### src/rtl/vmx_acc_drain.sv
// vmx_acc_drain: accumulates tile_num partial sums per element from the PE
// column, buffers results in a FIFO, and drives them out on a valid/ready port.
//
// Ports:
//   clk, rst_n               - clock and asynchronous active-low reset
//   start                    - latches simd_mode/tile_num/vec_len when idle
//   simd_mode                - 0: two 24-bit lanes, 1: one 48-bit lane
//   tile_num, vec_len        - partial sums per result, results per run (0 -> 1)
//   sum_valid, sum_in        - partial-sum stream from the last PE
//   out_valid/out_ready      - result handshake; out_data is the FIFO head
//   busy, done, overflow     - run status; overflow is sticky until reset
module vmx_acc_drain #(
  parameter int FIFO_DEPTH = 4,
  parameter int CNT_W      = 8
) (
  input  logic             clk,
  input  logic             rst_n,
  input  logic             start,
  input  logic             simd_mode,
  input  logic [CNT_W-1:0] tile_num,
  input  logic [CNT_W-1:0] vec_len,
  input  logic             sum_valid,
  input  logic [31:0]      sum_in,
  output logic             out_valid,
  input  logic             out_ready,
  output logic [47:0]      out_data,
  output logic             busy,
  output logic             done,
  output logic             overflow
);

  localparam int PW = (FIFO_DEPTH > 1) ? $clog2(FIFO_DEPTH) : 1;
  localparam int CW = PW + 1;
  localparam logic [CW-1:0] FULL_CNT = CW'(FIFO_DEPTH);

  typedef enum logic [1:0] {
    IDLE,
    ACC,
    HOLD
  } state_t;

  state_t           state;
  logic             mode_q;
  logic [CNT_W-1:0] tile_num_q;
  logic [CNT_W-1:0] vec_len_q;
  logic [CNT_W-1:0] tile_cnt;
  logic [CNT_W-1:0] vec_cnt;
  logic [47:0]      acc;
  logic [47:0]      hold_q;

  logic [47:0]      mem [FIFO_DEPTH];
  logic [PW-1:0]    wr_ptr;
  logic [PW-1:0]    rd_ptr;
  logic [CW-1:0]    count;

  logic [47:0]      ext;
  logic [47:0]      sum_nxt;
  logic             last_tile;
  logic             last_vec;
  logic             pop;
  logic             room;
  logic             push;
  logic [47:0]      push_data;
  logic [CW-1:0]    lvl;

  assign out_valid = (count != '0);
  assign busy      = (state != IDLE);
  assign pop       = out_valid && out_ready;
  assign room      = (count != FULL_CNT) || pop;
  assign last_tile = (tile_cnt == tile_num_q - CNT_W'(1));
  assign last_vec  = (vec_cnt == vec_len_q - CNT_W'(1));
  assign lvl       = count - CW'(pop);

  // Sign-extend the sample per lane; in 8-bit mode the lanes never carry
  // into each other, so each 24-bit half is added separately.
  always_comb begin
    if (mode_q)
      ext = {{16{sum_in[31]}}, sum_in};
    else
      ext = {{8{sum_in[31]}}, sum_in[31:16],
             {8{sum_in[15]}}, sum_in[15:0]};
    if (tile_cnt == '0)
      sum_nxt = ext;
    else if (mode_q)
      sum_nxt = acc + ext;
    else
      sum_nxt = {acc[47:24] + ext[47:24],
                 acc[23:0] + ext[23:0]};
  end

  always_comb begin
    push      = 1'b0;
    push_data = sum_nxt;
    unique case (state)
      ACC: begin
        if (sum_valid && last_tile && room)
          push = 1'b1;
      end
      HOLD: begin
        if (room) begin
          push      = 1'b1;
          push_data = hold_q;
        end
      end
      default: ;
    endcase
  end

  // FIFO. out_data is a register so it keeps its last value once empty.
  always_ff @(posedge clk or negedge rst_n) begin
    if (!rst_n) begin
      for (int i = 0; i < FIFO_DEPTH; i++)
        mem[i] <= '0;
      wr_ptr   <= '0;
      rd_ptr   <= '0;
      count    <= '0;
      out_data <= '0;
    end else begin
      if (push) begin
        mem[wr_ptr] <= push_data;
        wr_ptr      <= wr_ptr + PW'(1);
      end
      rd_ptr <= rd_ptr + PW'(pop);
      count  <= count + CW'(push) - CW'(pop);
      if (lvl != '0)
        out_data <= mem[rd_ptr + PW'(pop)];
      else if (push)
        out_data <= push_data;
    end
  end

  always_ff @(posedge clk or negedge rst_n) begin
    if (!rst_n) begin
      state      <= IDLE;
      mode_q     <= 1'b0;
      tile_num_q <= '0;
      vec_len_q  <= '0;
      tile_cnt   <= '0;
      vec_cnt    <= '0;
      acc        <= '0;
      hold_q     <= '0;
      done       <= 1'b0;
      overflow   <= 1'b0;
    end else begin
      done <= 1'b0;
      unique case (state)
        IDLE: begin
          if (start) begin
            mode_q     <= simd_mode;
            tile_num_q <= (tile_num == '0) ? CNT_W'(1) : tile_num;
            vec_len_q  <= (vec_len == '0) ? CNT_W'(1) : vec_len;
            tile_cnt   <= '0;
            vec_cnt    <= '0;
            state      <= ACC;
          end
        end
        ACC: begin
          if (sum_valid) begin
            if (last_tile) begin
              if (room) begin
                tile_cnt <= '0;
                if (last_vec) begin
                  done  <= 1'b1;
                  state <= IDLE;
                end else begin
                  vec_cnt <= vec_cnt + CNT_W'(1);
                end
              end else begin
                hold_q <= sum_nxt;
                state  <= HOLD;
              end
            end else begin
              acc      <= sum_nxt;
              tile_cnt <= tile_cnt + CNT_W'(1);
            end
          end
        end
        HOLD: begin
          // No backpressure upstream: samples arriving here are lost.
          if (sum_valid)
            overflow <= 1'b1;
          if (room) begin
            tile_cnt <= '0;
            if (last_vec) begin
              done  <= 1'b1;
              state <= IDLE;
            end else begin
              vec_cnt <= vec_cnt + CNT_W'(1);
              state   <= ACC;
            end
          end
        end
        default: state <= IDLE;
      endcase
    end
  end

endmodule
### config.mk
export PLATFORM = sky130hd
export DESIGN_NAME = vmx_acc_drain
export DESIGN_NICKNAME = d
export VERILOG_FILES = /design/src/rtl/vmx_acc_drain.sv
export SDC_FILE = /design/constraint.sdc
export NUM_CORES = 1
export LEC_CHECK = 0
export CORE_UTILIZATION = 55
export CTS_CLUSTER_DIAMETER = 80
export DETAILED_ROUTE_END_ITERATION = 12
export GPL_ROUTABILITY_DRIVEN = 1
export PLACE_DENSITY_LB_ADDON = 0.25
export SYNTH_ARGS = -nofsm -noshare
export SYNTH_HDL_FRONTEND = slang
export SYNTH_SLANG_ARGS = --single-unit
### constraint.sdc
create_clock -name clk -period 11.7 [get_ports clk]
set_input_delay 2.34 -clock clk [delete_from_list [all_inputs] [get_ports clk]]
set_output_delay 2.34 -clock clk [all_outputs]
set_load 0.05 [all_outputs]
==> metrics.csv, run 1 <==
stage;metric;value;unit
run_status;outcome;complete, no violations;
setup_path;required;12140;ps
route;wire_per_inst;23.1;um
cells_and_area;fin_nets;2398;
route;ant_nets;0;
grt;grtUsageTotal;33.0;%
sta;min_period_over_period;57.1;%
logic_synthesis;synth_nets;2361;
grt;antenna_found_initial;0;
sta;rsz0062_at_grt;false;
sta;slew_violations;0;
clock_network;cts-root-buf;clkbuf_16;
pwr;peakVddDrop;0.000185;V
placed_design;dpl_worst_slack;4580;ps
setup_path;critPathLaunchType;input pin;
floorplan;initial_utilization;55.9;%
clock_network;cts_tree;built;
route;first_iter_violations;1502;
clock_network;clk_path_buf_depth;3;
grt;grt_start_max_net_pins;85;
route;post_drt_via_cell_ratio;6.39;
clock_network;path_clk_slew;60;ps
grt;grt_pass1_vias;18100;
setup_path;arrival;7120;ps
sta;final.min_clock_period;6680;ps
setup_path;cp_max_fo;27;
logic_synthesis;synth_area;0.0217;mm2
grt;grt_pass1_wl;104000;um
clock_network;clk_latency;580;ps
logic_synthesis;synth_edf_count;0;
cells_and_area;drive_gt1_share;14.6;%
floorplan;fp.coreArea;0.0388;mm2
job;cap_violations;0;
sta;fin_setup_tns;0;ps
route;drcViolationCount;0;
logic_synthesis;synth_area_leader_cell;dfrtp_1;
logic_synthesis;synth-seq-cells;380;
floorplan;chipWidth;201;um
logic_synthesis;syn_area_per_cell;9.70;um2
logic_synthesis;yosysSeqAreaShare;43.8;%
floorplan;die_h;201;um
logic_synthesis;synth.most_common_cell;dfrtp_1;
clock_network;hold_buffers;0;
clock_network;cts_setup_buffers;0;
floorplan;core.rowCount;72;
sta;tightest_slew;1290;ps
clock_network;cts_made_buffers;43;
route;routed_wl;65300;um
route;via_count;18100;
route;first_pass_iters;7;
clock_network;post_cts_resized;0;
logic_synthesis;ys_async_sr_fraction;100;%
sta;clock_skew;23.7;ps
setup_path;endpoint_kind;flop;
pwr;finalPower;7.21;mW
grt;grt-ovfl-total;0;
floorplan;io_pins;106;
sta;finalHoldViolations;0;
logic_synthesis;synth_warnings;0;
worst_hold_path;holdCritPathClass;reg -> reg;
logic_synthesis;yosysTopAreaCellShare;43.8;%
sta;max_slew_margin;11.8;%
sta;max_freq;0.150;GHz
placed_design;gp_congestion;0.979;
sta;setup_viol;0;
logic_synthesis;netlist_top_cells_area;dfrtp_1, mux2_2, nand2_1;
placed_design;hpwl;45000;um
pwr;p_leak;11.0;nW
clock_network;htree_levels;2;
logic_synthesis;synth_common_cells;dfrtp_1, nand2_1, o21ai_0;
placed_design;io_buffers;105;
logic_synthesis;ys_types;95;
cells_and_area;antenna_cells;0;
setup_path;path_class;in -> reg;
floorplan;die_area;0.0403;mm2
cells_and_area;area_growth;13.1;%
cells_and_area;fillerInstances;3165;
logic_synthesis;synth_ff_type;dfrtp_1;
sta;layout_setup_ws;5020;ps
logic_synthesis;synthCells;2240;
pwr;power_density;294;mW/mm2
clock_network;cts_sinks;380;
[where the power goes]
| group | internal, mW | leakage (nW) | switching [mW] |
|---|---|---|---|
| Clock | 0.822 | 0.697 | 0.559 |
| Combinational | 1.36 | 5.22 | 2.52 |
| Sequential | 1.68 | 5.12 | 0.265 |
[routing by layer]
metal	GRT usage [%]	up-vias	share of wire [%]	wire (um)
li1	-	8248	-	-
met1	44.1	8993	42	27400
met2	53.1	667	47	30600
met3	4.33	145	5.8	3780
met4	16.8	0	5.3	3460
met5	0	-	0	0
[area by class of cell]
type                            count  area [um2]  area share [%]
Inverter                           44         165           0.672
Clock inverter                     15         206           0.840
Tap cell                          518         648            2.64
Sequential cell                   380        9510            38.7
Multi-Input combinational cell   1667       11500            46.8
Clock buffer                       62        1230            5.00
Timing Repair Buffer              141        1330            5.40
[cell families (layout without fill, tap and decap cells)]
kind of cell | after synthesis | after routing | share of synthesized area, %
XOR/XNOR | 57 | 57 | 2.30
multiplexers | 216 | 216 | 13.5
flip-flops | 380 | 380 | 43.8
buffers and inverters | 193 | 262 | 3.68
AO/OA/AOI/OAI | 622 | 622 | 17.8
AND/OR/NAND/NOR | 704 | 704 | 14.9
adder cells (fa/ha/maj) | 68 | 68 | 4.01
[path summary, 6_finish.rpt]
| path | startpoint | endpoint | slack [ps] | cells after the start |
|---|---|---|---|---|
| worst max-delay path | sum_in[31] | mem[44] | 5020 | 12 |
| worst min-delay path | hold_q[22] | hold_q[22] | 470 | 2 |
| worst max register to register | mode_q | mem[171] | 6420 | 14 |
| worst min register to register | hold_q[22] | hold_q[22] | 470 | 2 |
| max in group asynchronous | rst_n | out_data[24] | 7560 | 3 |
| min in group asynchronous | rst_n | tile_num_q[3] | 1760 | 1 |
[worst max-delay path, cell delays in order]
cell and delay (ps):
clkdlybuf4s50_1 400, buf_4 240, nand2_1 340, o21ai_0 350
ha_1 610, nand4_1 260, or3_1 530, a2111oi_0 1100
o21ai_0 240, nand3b_1 240, o21ai_1 150, mux2_2 300
[state kept, by name (all words and copies together), names as in the netlist]
register,cells
acc,48
out_data,48
tile_cnt,8
state,2
wr_ptr,2
hold_q,48
mode_q,1
count,3
tile_num_q,8
done,1
mem,192
vec_len_q,8
overflow,1
rd_ptr,2
vec_cnt,8
[cells in the final DEF (no fill, tap or decap), drive strengths merged, types with 8 or more instances in the layout]
cell           instances
nand3                 36
clkdlybuf4s50        104
nand4                 26
a21oi                144
o21ai                235
o21bai                 9
mux2                 139
o21a                  11
nand2                327
a211oi                21
a31oi                 38
o211ai                13
o22ai                  8
buf                   37
xnor2                 32
o31ai                 25
nor4                  21
ha                    64
nor3                  37
mux2i                 29
and3                  35
inv                   48
a2111oi               10
a21o                  36
and2                   8
mux4                  48
nor2                 140
dfrtp                380
or3                   23
xor2                  25
clkbuf                62
[metrics by stage]
| step | cell area [um2] | hold slack [ps] | util [%] | cells |
|---|---|---|---|---|
| 2_1_floorplan | 21700 | 435 | - | 2240 |
| 3_3_place_gp | 23100 | 444 | 59.6 | 2750 |
| 3_5_place_dp | 23100 | 460 | 59.6 | 2750 |
| 4_1_cts | 24600 | 473 | 63.3 | 2827 |
| 5_1_grt | 24600 | 484 | 63.3 | 2827 |
| 6_report | 24600 | 466 | 63.3 | 2827 |
No activity file was read; power rests on OpenSTA's default activity.
==> run 2: changes to the inputs <==
==> constraint.sdc (replaced) <==
create_clock -name clk -period 5.9 [get_ports clk]
set_input_delay 1.18 -clock clk [delete_from_list [all_inputs] [get_ports clk]]
set_output_delay 1.18 -clock clk [all_outputs]
set_load 0.05 [all_outputs]
==> metrics.csv, run 2 (synthesis results as in run 1) <==
stage;metric;value;unit
route;drcViolationCount;0;
worst_hold_path;hold_depth;1;
setup_path;cp_max_fo;14;
grt;grt_pass1_vias;17800;
clock_network;post_cts_resized;0;
setup_path;regToRegSetupSlack;1280;ps
sta;min_period_over_period;81.6;%
grt;grt_pass1_wl;103000;um
worst_hold_path;holdPathEnd;overflow;
clock_network;cts_tree;built;
floorplan;initial_utilization;55.9;%
sta;fin_setup_tns;0;ps
route;post_drt_via_cell_ratio;6.41;
route;first_iter_violations;1486;
pwr;p_leak;11.1;nW
grt;grt-ovfl-total;0;
setup_path;reg2reg_from;mode_q;
cells_and_area;final_cell_mix;dfrtp_1, nand2_1, o21ai_0, a21oi_1, nor2_1;
sta;slew_violations;0;
sta;max_slew_margin;18.2;%
setup_path;critPathLaunchType;input pin;
sta;max_freq;0.208;GHz
clock_network;cts_setup_buffers;0;
cells_and_area;regMostFlops;mem;
placed_design;gp_congestion;0.994;
cells_and_area;largest_register_ffs;192;
setup_path;worst-path-buf-inv;1;
setup_path;arrival;5260;ps
sta;clock_skew;19.2;ps
pwr;power_density;581;mW/mm2
floorplan;fp.coreArea;0.0388;mm2
setup_path;path_class;in -> reg;
route;wire_per_inst;23.3;um
setup_path;required;6350;ps
placed_design;place_area;0.0233;mm2
placed_design;hpwl;46600;um
clock_network;clk_path_buf_depth;3;
route;routed_wl;66000;um
cells_and_area;final_common_cell;dfrtp_1;
cells_and_area;final_area;0.0246;mm2
setup_path;cp.depth;13;
grt;grtUsageTotal;33.1;%
sta;finalHoldViolations;0;
sta;final.min_clock_period;4810;ps
cells_and_area;fin_nets;2409;
cells_and_area;area_growth;13.4;%
job;cap_violations;0;
setup_path;rr_worst_depth;13;
clock_network;cts_sinks;380;
setup_path;cp_slowest_cell;nor2_1;
clock_network;path_clk_slew;60;ps
sta;setup_viol;0;
cells_and_area;antenna_cells;0;
cells_and_area;drive_gt1_share;14.7;%
floorplan;core.rowCount;72;
floorplan;chipWidth;201;um
setup_path;cp_cell_sequence;clkdlybuf4s50_1, nand2_1, nand2_1, ha_1, a21oi_1, o21ai_0, a22oi_1, o211ai_1, nor2_1, o31ai_4, a21oi_1, a2111oi_0, or3_1;
placed_design;io_buffers;105;
run_status;outcome;complete, no violations;
clock_network;hold_buffers;0;
floorplan;die_area;0.0403;mm2
floorplan;io_pins;106;
grt;grt_start_max_net_pins;109;
clock_network;cts_made_buffers;43;
route;ant_nets;0;
clock_network;clk_latency;580;ps
pwr;finalPower;14.3;mW
setup_path;crit_family;compound AO/OA/AOI/OAI gates;
setup_path;r2r_end;mem[95];
sta;tightest_slew;1230;ps
setup_path;endpoint_kind;flop;
sta;rsz0062_at_grt;false;
clock_network;htree_levels;2;
worst_hold_path;hold_start;overflow;
worst_hold_path;holdCritPathClass;reg -> reg;
clock_network;cts-root-buf;clkbuf_16;
route;first_pass_iters;6;
route;via_count;18200;
pwr;peakVddDrop;0.000310;V
grt;antenna_found_initial;0;
floorplan;die_h;201;um
setup_path;critPathMaxStageDelay;510;ps
## run 2: stage by stage
stage	std cells	worst slack [ps]	utilization (%)	hold slack [ps]
2_1_floorplan	2240	1580	-	435
3_3_place_gp	2761	710	59.9	445
3_5_place_dp	2761	614	59.9	445
4_1_cts	2837	1210	63.5	462
5_1_grt	2837	852	63.5	475
6_report	2837	1090	63.5	464
## run 2: cell type report
type	count	area (um2)
Clock inverter	15	184
Multi-Input combinational cell	1667	11500
Fill cell	3206	14200
Tap cell	518	648
Sequential cell	380	9510
Inverter	44	165
Clock buffer	61	1190
Timing Repair Buffer	152	1470
## run 2: how the worst max path moves through the flow
stage                from        to  slack (ps)
2_1_floorplan      mode_q   mem[94]        1580
3_3_place_gp   sum_in[15]  mem[119]         710
3_5_place_dp   sum_in[15]  mem[173]         610
4_1_cts        sum_in[15]  mem[173]        1210
5_1_grt        sum_in[15]   mem[83]         850
6_report       sum_in[15]   mem[95]        1090
## run 2: power breakdown
| group | internal, mW | switching [mW] | leakage (nW) |
|---|---|---|---|
| sequential | 3.33 | 0.518 | 5.12 |
| combinational | 2.77 | 5.06 | 5.30 |
| clock | 1.51 | 1.12 | 0.666 |
| total | 7.62 | 6.70 | 11.1 |
## run 2: per-layer routing
metal / wire length [um] / up-vias / global-route usage (%) / share of wire [%]
met4: 3270 / 0 / 16.7 / 5.0
met2: 31300 / 654 / 53.4 / 47
met3: 3770 / 132 / 4.04 / 5.7
met5: 0 / - / 0 / 0
met1: 27700 / 9136 / 44.4 / 42
li1: - / 8249 / - / -
==> run 3: changes to the inputs <==
==> constraint.sdc (replaced) <==
create_clock -name clk -period 4.4 [get_ports clk]
set_input_delay 0.88 -clock clk [delete_from_list [all_inputs] [get_ports clk]]
set_output_delay 0.88 -clock clk [all_outputs]
set_load 0.05 [all_outputs]
==> metrics.csv, run 3 (synthesis results as in run 1) <==
stage;metric;value;unit
setup_path;arrival;4590;ps
setup_path;cp_max_fo;5;
cells_and_area;drive_gt1_share;19.1;%
placed_design;gp_congestion;1.03;
cells_and_area;fillerInstances;3050;
job;cap_violations;0;
placed_design;hpwl;47400;um
clock_network;path_clk_slew;60;ps
sta;tightest_slew;918;ps
sta;clock_skew;25.9;ps
grt;grtUsageTotal;33.4;%
cells_and_area;final_cell_mix;dfrtp_1, nand2_1, o21ai_0, buf_4, a21oi_1;
pwr;finalPower;20.1;mW
sta;max_slew_margin;38.6;%
pwr;peakVddDrop;0.000427;V
route;post_drt_via_cell_ratio;6.30;
setup_path;endpoint_kind;flop;
sta;max_freq;0.244;GHz
route;first_iter_violations;1650;
pwr;p_leak;11.7;nW
floorplan;chipWidth;201;um
setup_path;required;4900;ps
cells_and_area;area_growth;17.7;%
sta;slew_violations;0;
floorplan;fp.coreArea;0.0388;mm2
cells_and_area;regMostFlops;mem;
floorplan;die_area;0.0403;mm2
cells_and_area;fin_nets;2536;
clock_network;hold_buffers;0;
clock_network;cts_made_buffers;42;
clock_network;post_cts_resized;0;
pwr;power_density;787;mW/mm2
placed_design;io_buffers;105;
grt;grt_pass1_wl;106000;um
floorplan;die_h;201;um
floorplan;core.rowCount;72;
cells_and_area;largest_register_ffs;192;
clock_network;cts_setup_buffers;0;
clock_network;cts_tree;built;
floorplan;initial_utilization;55.9;%
grt;grt-ovfl-total;0;
grt;antenna_found_initial;1;
setup_path;critPathLaunchType;input pin;
worst_hold_path;holdCritPathClass;in -> async;
route;first_pass_iters;7;
run_status;outcome;complete, no violations;
sta;final.min_clock_period;4090;ps
route;ant_nets;0;
clock_network;cts_sinks;380;
floorplan;io_pins;106;
clock_network;clk_path_buf_depth;3;
sta;whs;319;ps
clock_network;clk_latency;590;ps
route;drcViolationCount;0;
setup_path;path_class;in -> reg;
route;routed_wl;66100;um
clock_network;htree_levels;2;
cells_and_area;final_util;65.9;%
grt;grt_pass1_vias;18800;
route;wire_per_inst;22.3;um
cells_and_area;antenna_cells;0;
cells_and_area;final_common_cell;dfrtp_1;
grt;grt_start_max_net_pins;109;
route;via_count;18700;
clock_network;cts-root-buf;clkbuf_16;
sta;rsz0062_at_grt;false;
sta;finalHoldViolations;0;
sta;min_period_over_period;93.0;%
sta;setup_viol;0;
==> run 3: changes by cell type in the layout (fill, tap and decap cells not counted), moves of 2 or more <==
cell and change:
buf_12 +5, buf_4 +123, bufinv_16 -2, clkbuf_8 +2, clkinv_4 -2, inv_6 +2
==> run 3: path summary, 6_finish.rpt <==
| kind | slack (ps) | startpoint | cells past startpoint | endpoint |
|---|---|---|---|---|
| setup / recovery | 310 | sum_in[16] | 14 | out_data[28] |
| hold / removal | 320 | rst_n | 1 | tile_num_q[2] |
| setup reg to reg | 330 | mode_q | 13 | out_data[28] |
| hold reg to reg | 480 | mem[14] | 2 | mem[14] |
| max in group asynchronous | 2940 | rst_n | 2 | out_data[20] |
| min in group clk | 480 | mem[14] | 2 | mem[14] |
==> run 3: metrics by stage <==
step                      std cells  setup slack [ps]  TNS, ps  instance area [um2]
after floorplan                2240              75.4        0                21700
after global placement         2889              -246    -4820                24300
after detailed placement       2889              -178    -3180                24300
after CTS                      2963               395        0                25600
after global routing           2963              75.0        0                25600
final                          2963               307        0                25600
==> run 3: per-layer routing <==
layer | routed length (um) | up-vias | track usage [%]
met1 | 26900 | 9223 | 43.9
met4 | 3670 | 2 | 18.5
met2 | 31100 | 758 | 53.9
met3 | 4430 | 167 | 4.35
li1 | - | 8511 | -
met5 | 9 | - | 0
==> run 3: final cells by class <==
class	instances	area [um2]	area share, %
clock buffers	63	1200	4.69
multi-input cells	1667	11500	44.9
clock inverters	11	80.1	0.313
inverters	44	165	0.646
repair buffers	280	2490	9.76
flip-flops and latches	380	9510	37.2
well taps	518	648	2.53
==> run 3: power breakdown <==
group | internal (mW) | switching [mW] | total, mW
Combinational | 4.57 | 7.00 | 11.6
Clock | 1.89 | 1.48 | 3.36
Sequential | 4.47 | 0.714 | 5.18
Total | 10.9 | 9.19 | 20.1
==> run 3: worst max-delay path: stages <==
cell             delay (ps)
clkdlybuf4s50_1         460
mux2_2                  280
ha_1                    220
fa_1                    390
buf_4                   150
a21o_1                  170
a21oi_1                 390
o21ai_0                 310
buf_4                   220
o211a_1                 190
nor3_1                  460
buf_4                   240
nand2_1                  60
a21oi_1                 150
